`src/rtl/div_unit_pkg.sv`:
```
`default_nettype none
//------------------------------------------------------------------------------
// Module   : div_unit_pkg
// Brief    : Shared constants and state encoding for the EX-stage divider.
// Revision : 1.0 - initial release
//------------------------------------------------------------------------------
package div_unit_pkg;

    localparam logic c_TRUE  = 1'b1;
    localparam logic c_FALSE = 1'b0;

    localparam logic c_DIV_RESULT_READY     = 1'b1;
    localparam logic c_DIV_RESULT_NOT_READY = 1'b0;

    localparam int c_WIDTH_DEFAULT = 32;

    typedef enum logic [1:0] {
        DIV_FREE    = 2'b00,
        DIV_BY_ZERO = 2'b01,
        DIV_ON      = 2'b10,
        DIV_END     = 2'b11
    } div_state_t;

endpackage : div_unit_pkg
`default_nettype wire

```
`src/rtl/div_unit_if.sv`:
```
`default_nettype none
//------------------------------------------------------------------------------
// Module   : div_unit_if
// Brief    : EX-stage request/result bundle between the pipeline and divider.
// Revision : 1.0 - initial release
//------------------------------------------------------------------------------
interface div_unit_if
    import div_unit_pkg::*;
#(
    parameter int WIDTH = c_WIDTH_DEFAULT
);

    logic                 start;
    logic                 signed_div;
    logic [WIDTH-1:0]     dividend;
    logic [WIDTH-1:0]     divisor;
    logic                 annul;
    logic [2*WIDTH-1:0]   result;
    logic                 ready;
    logic                 div_stop;

    modport master (
        output start, signed_div, dividend, divisor, annul,
        input  result, ready, div_stop
    );

    modport slave (
        input  start, signed_div, dividend, divisor, annul,
        output result, ready, div_stop
    );

endinterface : div_unit_if
`default_nettype wire

```
`src/rtl/div_unit_step.sv`:
```
`default_nettype none
//------------------------------------------------------------------------------
// Module   : div_unit_step
// Brief    : One restoring shift / trial-subtract iteration (combinational).
// Revision : 1.0 - initial release
//------------------------------------------------------------------------------
module div_unit_step #(
    parameter int WIDTH = 32
) (
    input  logic [WIDTH-1:0] rem_in,
    input  logic [WIDTH-1:0] quot_in,
    input  logic [WIDTH-1:0] divisor,
    output logic [WIDTH-1:0] rem_out,
    output logic [WIDTH-1:0] quot_out
);

    logic [WIDTH:0]   w_upper;
    logic [WIDTH+1:0] w_diff;
    logic             w_unused_top;

    assign w_upper = {rem_in, quot_in[WIDTH-1]};
    assign w_diff  = {1'b0, w_upper} - {2'b00, divisor};

    // The remainder stays below the divisor, so a successful subtract never sets bit WIDTH.
    assign w_unused_top = w_diff[WIDTH];

    always_comb begin
        rem_out  = w_upper[WIDTH-1:0];
        quot_out = {quot_in[WIDTH-2:0], 1'b0};
        if (!w_diff[WIDTH+1]) begin
            rem_out  = w_diff[WIDTH-1:0];
            quot_out = {quot_in[WIDTH-2:0], 1'b1};
        end
    end

endmodule : div_unit_step
`default_nettype wire

```
`src/rtl/div_unit.sv`:
```
`default_nettype none
//------------------------------------------------------------------------------
// Module   : div_unit
// Brief    : Multi-cycle radix-2 restoring DIV/DIVU with EX stall request.
// Revision : 1.0 - initial release
//------------------------------------------------------------------------------
module div_unit
    import div_unit_pkg::*;
#(
    parameter int WIDTH = c_WIDTH_DEFAULT,
    parameter int CNT_W = 6
) (
    input  logic         clk,
    input  logic         rst,
    div_unit_if.slave    bus
);

    localparam logic [CNT_W-1:0] c_CNT_LAST = CNT_W'(WIDTH - 1);

    div_state_t          r_state;
    div_state_t          w_state_nxt;
    logic [CNT_W-1:0]    r_cnt;
    logic [WIDTH-1:0]    r_quot;
    logic [WIDTH-1:0]    r_rem;
    logic [WIDTH-1:0]    r_dvs;
    logic                r_quot_neg;
    logic                r_rem_neg;
    logic [2*WIDTH-1:0]  r_result;

    logic [WIDTH-1:0]    w_abs_a;
    logic [WIDTH-1:0]    w_abs_b;
    logic [WIDTH-1:0]    w_step_rem;
    logic [WIDTH-1:0]    w_step_quot;
    logic [WIDTH-1:0]    w_quot_fix;
    logic [WIDTH-1:0]    w_rem_fix;
    logic                w_divisor_zero;
    logic                w_ready;

    assign w_divisor_zero = (bus.divisor == '0);

    assign w_abs_a = (bus.signed_div && bus.dividend[WIDTH-1]) ? -bus.dividend : bus.dividend;
    assign w_abs_b = (bus.signed_div && bus.divisor[WIDTH-1])  ? -bus.divisor  : bus.divisor;

    div_unit_step #(
        .WIDTH    (WIDTH)
    ) u_step (
        .rem_in   (r_rem),
        .quot_in  (r_quot),
        .divisor  (r_dvs),
        .rem_out  (w_step_rem),
        .quot_out (w_step_quot)
    );

    // Sign correction applies to the final iteration's output as it is captured.
    assign w_quot_fix = r_quot_neg ? -w_step_quot : w_step_quot;
    assign w_rem_fix  = r_rem_neg  ? -w_step_rem  : w_step_rem;

    always_ff @(posedge clk or negedge rst) begin
        if (!rst) begin
            r_state <= DIV_FREE;
        end else begin
            r_state <= w_state_nxt;
        end
    end

    always_comb begin
        w_state_nxt = r_state;
        if (bus.annul) begin
            w_state_nxt = DIV_FREE;
        end else begin
            case (r_state)
                DIV_FREE: begin
                    if (bus.start) begin
                        w_state_nxt = w_divisor_zero ? DIV_BY_ZERO : DIV_ON;
                    end
                end
                DIV_BY_ZERO: w_state_nxt = DIV_END;
                DIV_ON: begin
                    if (r_cnt == c_CNT_LAST) begin
                        w_state_nxt = DIV_END;
                    end
                end
                DIV_END: begin
                    if (!bus.start) begin
                        w_state_nxt = DIV_FREE;
                    end
                end
                default: w_state_nxt = DIV_FREE;
            endcase
        end
    end

    always_ff @(posedge clk or negedge rst) begin
        if (!rst) begin
            r_cnt      <= '0;
            r_quot     <= '0;
            r_rem      <= '0;
            r_dvs      <= '0;
            r_quot_neg <= c_FALSE;
            r_rem_neg  <= c_FALSE;
            r_result   <= '0;
        end else if (!bus.annul) begin
            case (r_state)
                DIV_FREE: begin
                    if (bus.start && !w_divisor_zero) begin
                        r_quot     <= w_abs_a;
                        r_dvs      <= w_abs_b;
                        r_rem      <= '0;
                        r_cnt      <= '0;
                        r_quot_neg <= bus.signed_div && (bus.dividend[WIDTH-1] ^ bus.divisor[WIDTH-1]);
                        r_rem_neg  <= bus.signed_div && bus.dividend[WIDTH-1];
                    end
                end
                DIV_BY_ZERO: begin
                    r_result <= '0;
                end
                DIV_ON: begin
                    r_quot <= w_step_quot;
                    r_rem  <= w_step_rem;
                    r_cnt  <= r_cnt + 1'b1;
                    if (r_cnt == c_CNT_LAST) begin
                        r_result <= {w_rem_fix, w_quot_fix};
                    end
                end
                default: ;
            endcase
        end
    end

    assign w_ready = (r_state == DIV_END) ? c_DIV_RESULT_READY : c_DIV_RESULT_NOT_READY;

    assign bus.ready    = w_ready;
    assign bus.result   = r_result;
    assign bus.div_stop = bus.start & ~w_ready & ~bus.annul;

endmodule : div_unit
`default_nettype wire
```
`src/flat_wrapper.sv`:
```
// flat-port wrapper written by rule: the top's interface ports become plain ports
module div_unit_flat import div_unit_pkg::*;
#(
    parameter int WIDTH = c_WIDTH_DEFAULT,
    parameter int CNT_W = 6
)
  (clk, rst, bus_start, bus_signed_div, bus_dividend, bus_divisor, bus_annul, bus_result, bus_ready, bus_div_stop);
  div_unit_if #(.WIDTH(WIDTH)) bus_i ();
  input  logic clk;
  input  logic rst;
  input wire logic [$bits(bus_i.start)-1:0] bus_start;
  input wire logic [$bits(bus_i.signed_div)-1:0] bus_signed_div;
  input wire logic [$bits(bus_i.dividend)-1:0] bus_dividend;
  input wire logic [$bits(bus_i.divisor)-1:0] bus_divisor;
  input wire logic [$bits(bus_i.annul)-1:0] bus_annul;
  output wire logic [$bits(bus_i.result)-1:0] bus_result;
  output wire logic [$bits(bus_i.ready)-1:0] bus_ready;
  output wire logic [$bits(bus_i.div_stop)-1:0] bus_div_stop;
  assign bus_i.start = bus_start;
  assign bus_i.signed_div = bus_signed_div;
  assign bus_i.dividend = bus_dividend;
  assign bus_i.divisor = bus_divisor;
  assign bus_i.annul = bus_annul;
  assign bus_result = bus_i.result;
  assign bus_ready = bus_i.ready;
  assign bus_div_stop = bus_i.div_stop;
  div_unit #(.WIDTH(WIDTH), .CNT_W(CNT_W)) u_core (.clk(clk), .rst(rst), .bus(bus_i));
endmodule
```
`config.mk`:
```
export PLATFORM = sky130hd
export DESIGN_NAME = div_unit_flat
export DESIGN_NICKNAME = d
export VERILOG_FILES = /design/src/rtl/div_unit_pkg.sv /design/src/rtl/div_unit_if.sv /design/src/rtl/div_unit_step.sv /design/src/rtl/div_unit.sv /design/src/flat_wrapper.sv
export SDC_FILE = /design/constraint.sdc
export NUM_CORES = 1
export LEC_CHECK = 0
export CAP_MARGIN = 20
export CORE_AREA = 10 10 174 176
export DETAILED_ROUTE_END_ITERATION = 8
export DIE_AREA = 0 0 184 186
export GPL_TIMING_DRIVEN = 0
export MAX_ROUTING_LAYER = met4
export PLACE_DENSITY = 0.78
export SLEW_MARGIN = 20
export SYNTH_ARGS = -nofsm -noshare
export SYNTH_HDL_FRONTEND = slang
export SYNTH_SLANG_ARGS = --single-unit
```
`constraint.sdc`:
```
create_clock -name clk -period 4.6 [get_ports clk]
set_input_delay 0.46 -clock clk [delete_from_list [all_inputs] [get_ports clk]]
set_output_delay 0.46 -clock clk [all_outputs]
set_load 0.01 [all_outputs]
```
==> qor.yml, run 1 <==
status: "completed"
synth_area_um2: 11850
drive_gt1_frac: 0.1058
p_leak_uw: 0.006167
cp.required_ns: 4.92
core-area_um2: 26730
gp_congestion: 0.9725
drc: 0
cts_buffer_depth: 2
worstMarginPinSlew_ns: 0.7860
finalCriticalPeriod_ns: 4.530
fin_crit_sh: 0.9847
crit_top_cell: "ha_4"
start_util: 0.4435
clkTransAtPathRegs_ns: 0.08
post_dp_cell_area_um2: 13720
cp-end-kind: "flip-flop"
setup_ws_ns: 0.07019
cts_tree: "done"
area_growth_pct: 26.78
grt_max_degree: 70
relSlewSlack: 0.4728
fin_util: 0.5623
synthMuxAreaShare: 0.01531
wl_per_cell_um: 19.93
synth_top_family_by_area: "compound AO/OA/AOI/OAI gates"
antenna_found_initial: 0
timing.fmax_mhz: 220.8
wl_um: 39560
fill_cells: 2499
insertedDiodeCount: 0
async_reset_ff_frac: 1.000
clock_skew_ns: 0.01539
hold_ws_ns: 0.4814
die_w_um: 184
synth_compound_area_frac: 0.2410
critPathArrivalTime_ns: 4.85
vias: 11739
cp_slowest_cell: "or4_4"
grt-ovfl-total: 0
cp_max_fo: 4
viasPerCell: 5.914
multi_input_area_um2: 7445
synthCells: 1442
grt_usage: 0.2338
finalInstanceArea_um2: 15030
avgSynthCellArea_um2: 8.220
fin_cells: 1985
synth_warnings: 0
synth-simple-area-share: 0.1938
grt_pass1_vias: 11313
slew_viol_final: 0
num_io_pins: 135
fin_nets: 1742
synth_cell_types: 73
final_cell_mix: "215 x nand2_1, 156 x dfrtp_1, 154 x o21ai_0"
drtIter0Drc: 1136
dpl.hpwl_um: 30200
io_buffers: 134
grt_pass1_wl_um: 62160
min_path_type: "reg2reg"
pwr_density_cell_nw_per_um2: 562.4
rows: 60
dp.cells: 1919
seq_area_um2: 4272
cts_root_buffer: "clkbuf_16"
seq_area_frac_synth: 0.3589
clkLatencyLatePin_ns: 0.45
synth_edf_count: 0
die_h_um: 186
h-tree-depth: 4
vdd_drop_max_mv: 0.3195
cp_slowest_stage_delay_ns: 0.50
ys_seq_elements: 170
synth_adder_area_share: 0.04497
finalSetupViolations: 0
synth_ff_type: "dfrtp_1"
die-area_um2: 34220
path_cells: "ha_4 > o211a_1 > a21bo_4 > a21o_1 > a2111o_1 > nand3_4 > buf_8 > clkbuf_16 > nand2_4 > o21ai_4 > ha_4 > nand3_2 > or3_4 > or4_4 > nor2_4 > o2bb2a_4 > nand4_1 > o31ai_2 > xnor2_1 > o21ai_1"
layout_commonest_cell: "nand2_1"
drtPass1Iterations: 6
synth_fp_nets: 1553
drtAntennaViolNets: 0
cts_sinks: 170
drv_cap: 0
hold_viol: 0
synth_xor_area_frac: 0.1035
start_kind: "flip-flop"
critPathKind: "reg2reg"
pre_cts_slack_ns: -1.343
numCtsBuffers: 17
timing repair:
action,4_1_cts,5_1_grt
resized for setup,61,38
hold buffers,1,0
setup endpoints to repair,35,48
gates cloned,0,0
pin swaps,18,21
buffers inserted,31,15
hold endpoints to repair,46,0
sequential cells by signal, summed over array words and instances (netlist names):
register and count:
u_core.bus.result 64, u_core.r_cnt 6, u_core.r_dvs 32, u_core.r_quot 32, u_core.r_quot_neg 1, u_core.r_rem 32
u_core.r_rem_neg 1, u_core.r_state 2
per-layer routing:
| layer | wire length (um) | vias up | track usage |
|---|---|---|---|
| met1 | 18060 | 5597 | 0.3201 |
| met4 | 998 | 0 | 0.07080 |
| li1 | - | 5551 | - |
| met2 | 17020 | 521 | 0.3395 |
| met5 | 0 | - | - |
| met3 | 3480 | 70 | 0.04933 |
kinds of logic after synthesis:
kind of cell / Yosys count
flops: 170
simple gates: 495
buf+inv: 130
compound gates: 447
mux: 18
xor+xnor: 140
fa+ha+maj: 42
path summary, 6_finish.rpt:
kind	start	endpoint	slack (ns)	depth (start not counted)
max	u_core.r_rem[3]$_DFFE_PN0P_	u_core.bus.result[60]$_DFFE_PN0P_	0.07	20
min	u_core.bus.result[40]$_DFFE_PN0P_	u_core.bus.result[40]$_DFFE_PN0P_	0.48	2
max reg2reg	u_core.r_rem[3]$_DFFE_PN0P_	u_core.bus.result[60]$_DFFE_PN0P_	0.07	20
min reg2reg	u_core.bus.result[40]$_DFFE_PN0P_	u_core.bus.result[40]$_DFFE_PN0P_	0.48	2
max in group asynchronous	rst	u_core.bus.result[18]$_DFFE_PN0P_	3.41	3
min in group asynchronous	rst	u_core.r_rem[25]$_DFFE_PN0P_	0.49	2
cells in the mapped netlist (3+ instances only):
master,number,area (um2)
a21boi_0,6,45.04
o211a_1,6,60.06
o22ai_1,5,31.28
nor3b_1,3,22.52
ha_1,41,513.0
nor2b_1,7,43.79
or2_2,5,31.28
a221o_1,20,200.2
mux2i_1,17,170.2
o21a_1,15,112.6
buf_1,4,15.01
nor3_1,30,150.1
and3_1,7,43.79
o41ai_1,9,78.83
o211ai_1,5,37.54
a21o_1,12,90.09
dfrtp_1,170,4254
a31oi_1,16,100.1
o21ai_0,163,815.8
and4_1,7,61.31
o21ai_1,4,20.02
xnor2_1,57,499.2
or4_1,11,82.58
nand4_1,16,100.1
nand2_1,217,814.5
nand3_1,19,95.09
o31a_1,6,52.55
nor2_1,107,401.6
nand3b_1,4,30.03
a21oi_1,87,435.4
a22oi_1,5,37.54
nor4_1,12,75.07
clkbuf_1,63,236.5
nand2b_1,9,56.30
or3_1,24,150.1
a22o_1,3,26.28
buf_2,8,40.04
o31ai_1,50,375.4
a211oi_1,7,52.55
and2_1,10,62.56
xor2_1,83,727.0
a32oi_1,5,43.79
inv_1,51,191.4
metrics by stage:
step                      total power (uW)  setup TNS (ns)
after floorplan                       4897               0
after global placement                6340         -665.03
after detailed placement              6455          -29.48
after CTS                             8216               0
after global routing                  9024        -0.01365
final                                 8452               0
power by group:
group          internal [uW]  switching (uW)  total, uW
Combinational           1880            2600       4470
Sequential              2010             434       2450
Clock                    746             786       1530
Total                   4640            3820       8450
worst max-delay path, delay by kind of cell (launching register included):
family / cells / cell delay [ns]
xor gates and xnor gates: 1 / 0.14
and+or+nand+nor: 7 / 1.40
DFF: 1 / 0.45
adders and majority gates: 2 / 0.45
AOI/OAI and AO/OA: 8 / 1.68
buffers and inverters: 2 / 0.26
final cells by class:
type / count / share of cell area
multi-input combinational: 1142 / 0.4954
sequential: 170 / 0.2843
timing repair buffer: 183 / 0.1169
tap: 341 / 0.02839
clock buffer: 17 / 0.02831
buffer: 63 / 0.01998
inverter: 54 / 0.01382
clock inverter: 15 / 0.01291
Power figures use the tool's default switching activity.
==> run 2, diff against run 1 <==
--- a/config.mk
+++ b/config.mk
@@ -5,6 +5,7 @@
 export SDC_FILE = /design/constraint.sdc
 export NUM_CORES = 1
 export LEC_CHECK = 0
+export ABC_CLOCK_PERIOD_IN_PS = 4600
 export CAP_MARGIN = 20
 export CORE_AREA = 10 10 174 176
 export DETAILED_ROUTE_END_ITERATION = 8
@@ -12,7 +13,7 @@
 export GPL_TIMING_DRIVEN = 0
 export MAX_ROUTING_LAYER = met4
 export PLACE_DENSITY = 0.78
-export SLEW_MARGIN = 20
+export SLEW_MARGIN = 30
 export SYNTH_ARGS = -nofsm -noshare
 export SYNTH_HDL_FRONTEND = slang
 export SYNTH_SLANG_ARGS = --single-unit
==> results of run 2 <==
No change in the layout: final DEF, timing and power equal those of run 1.
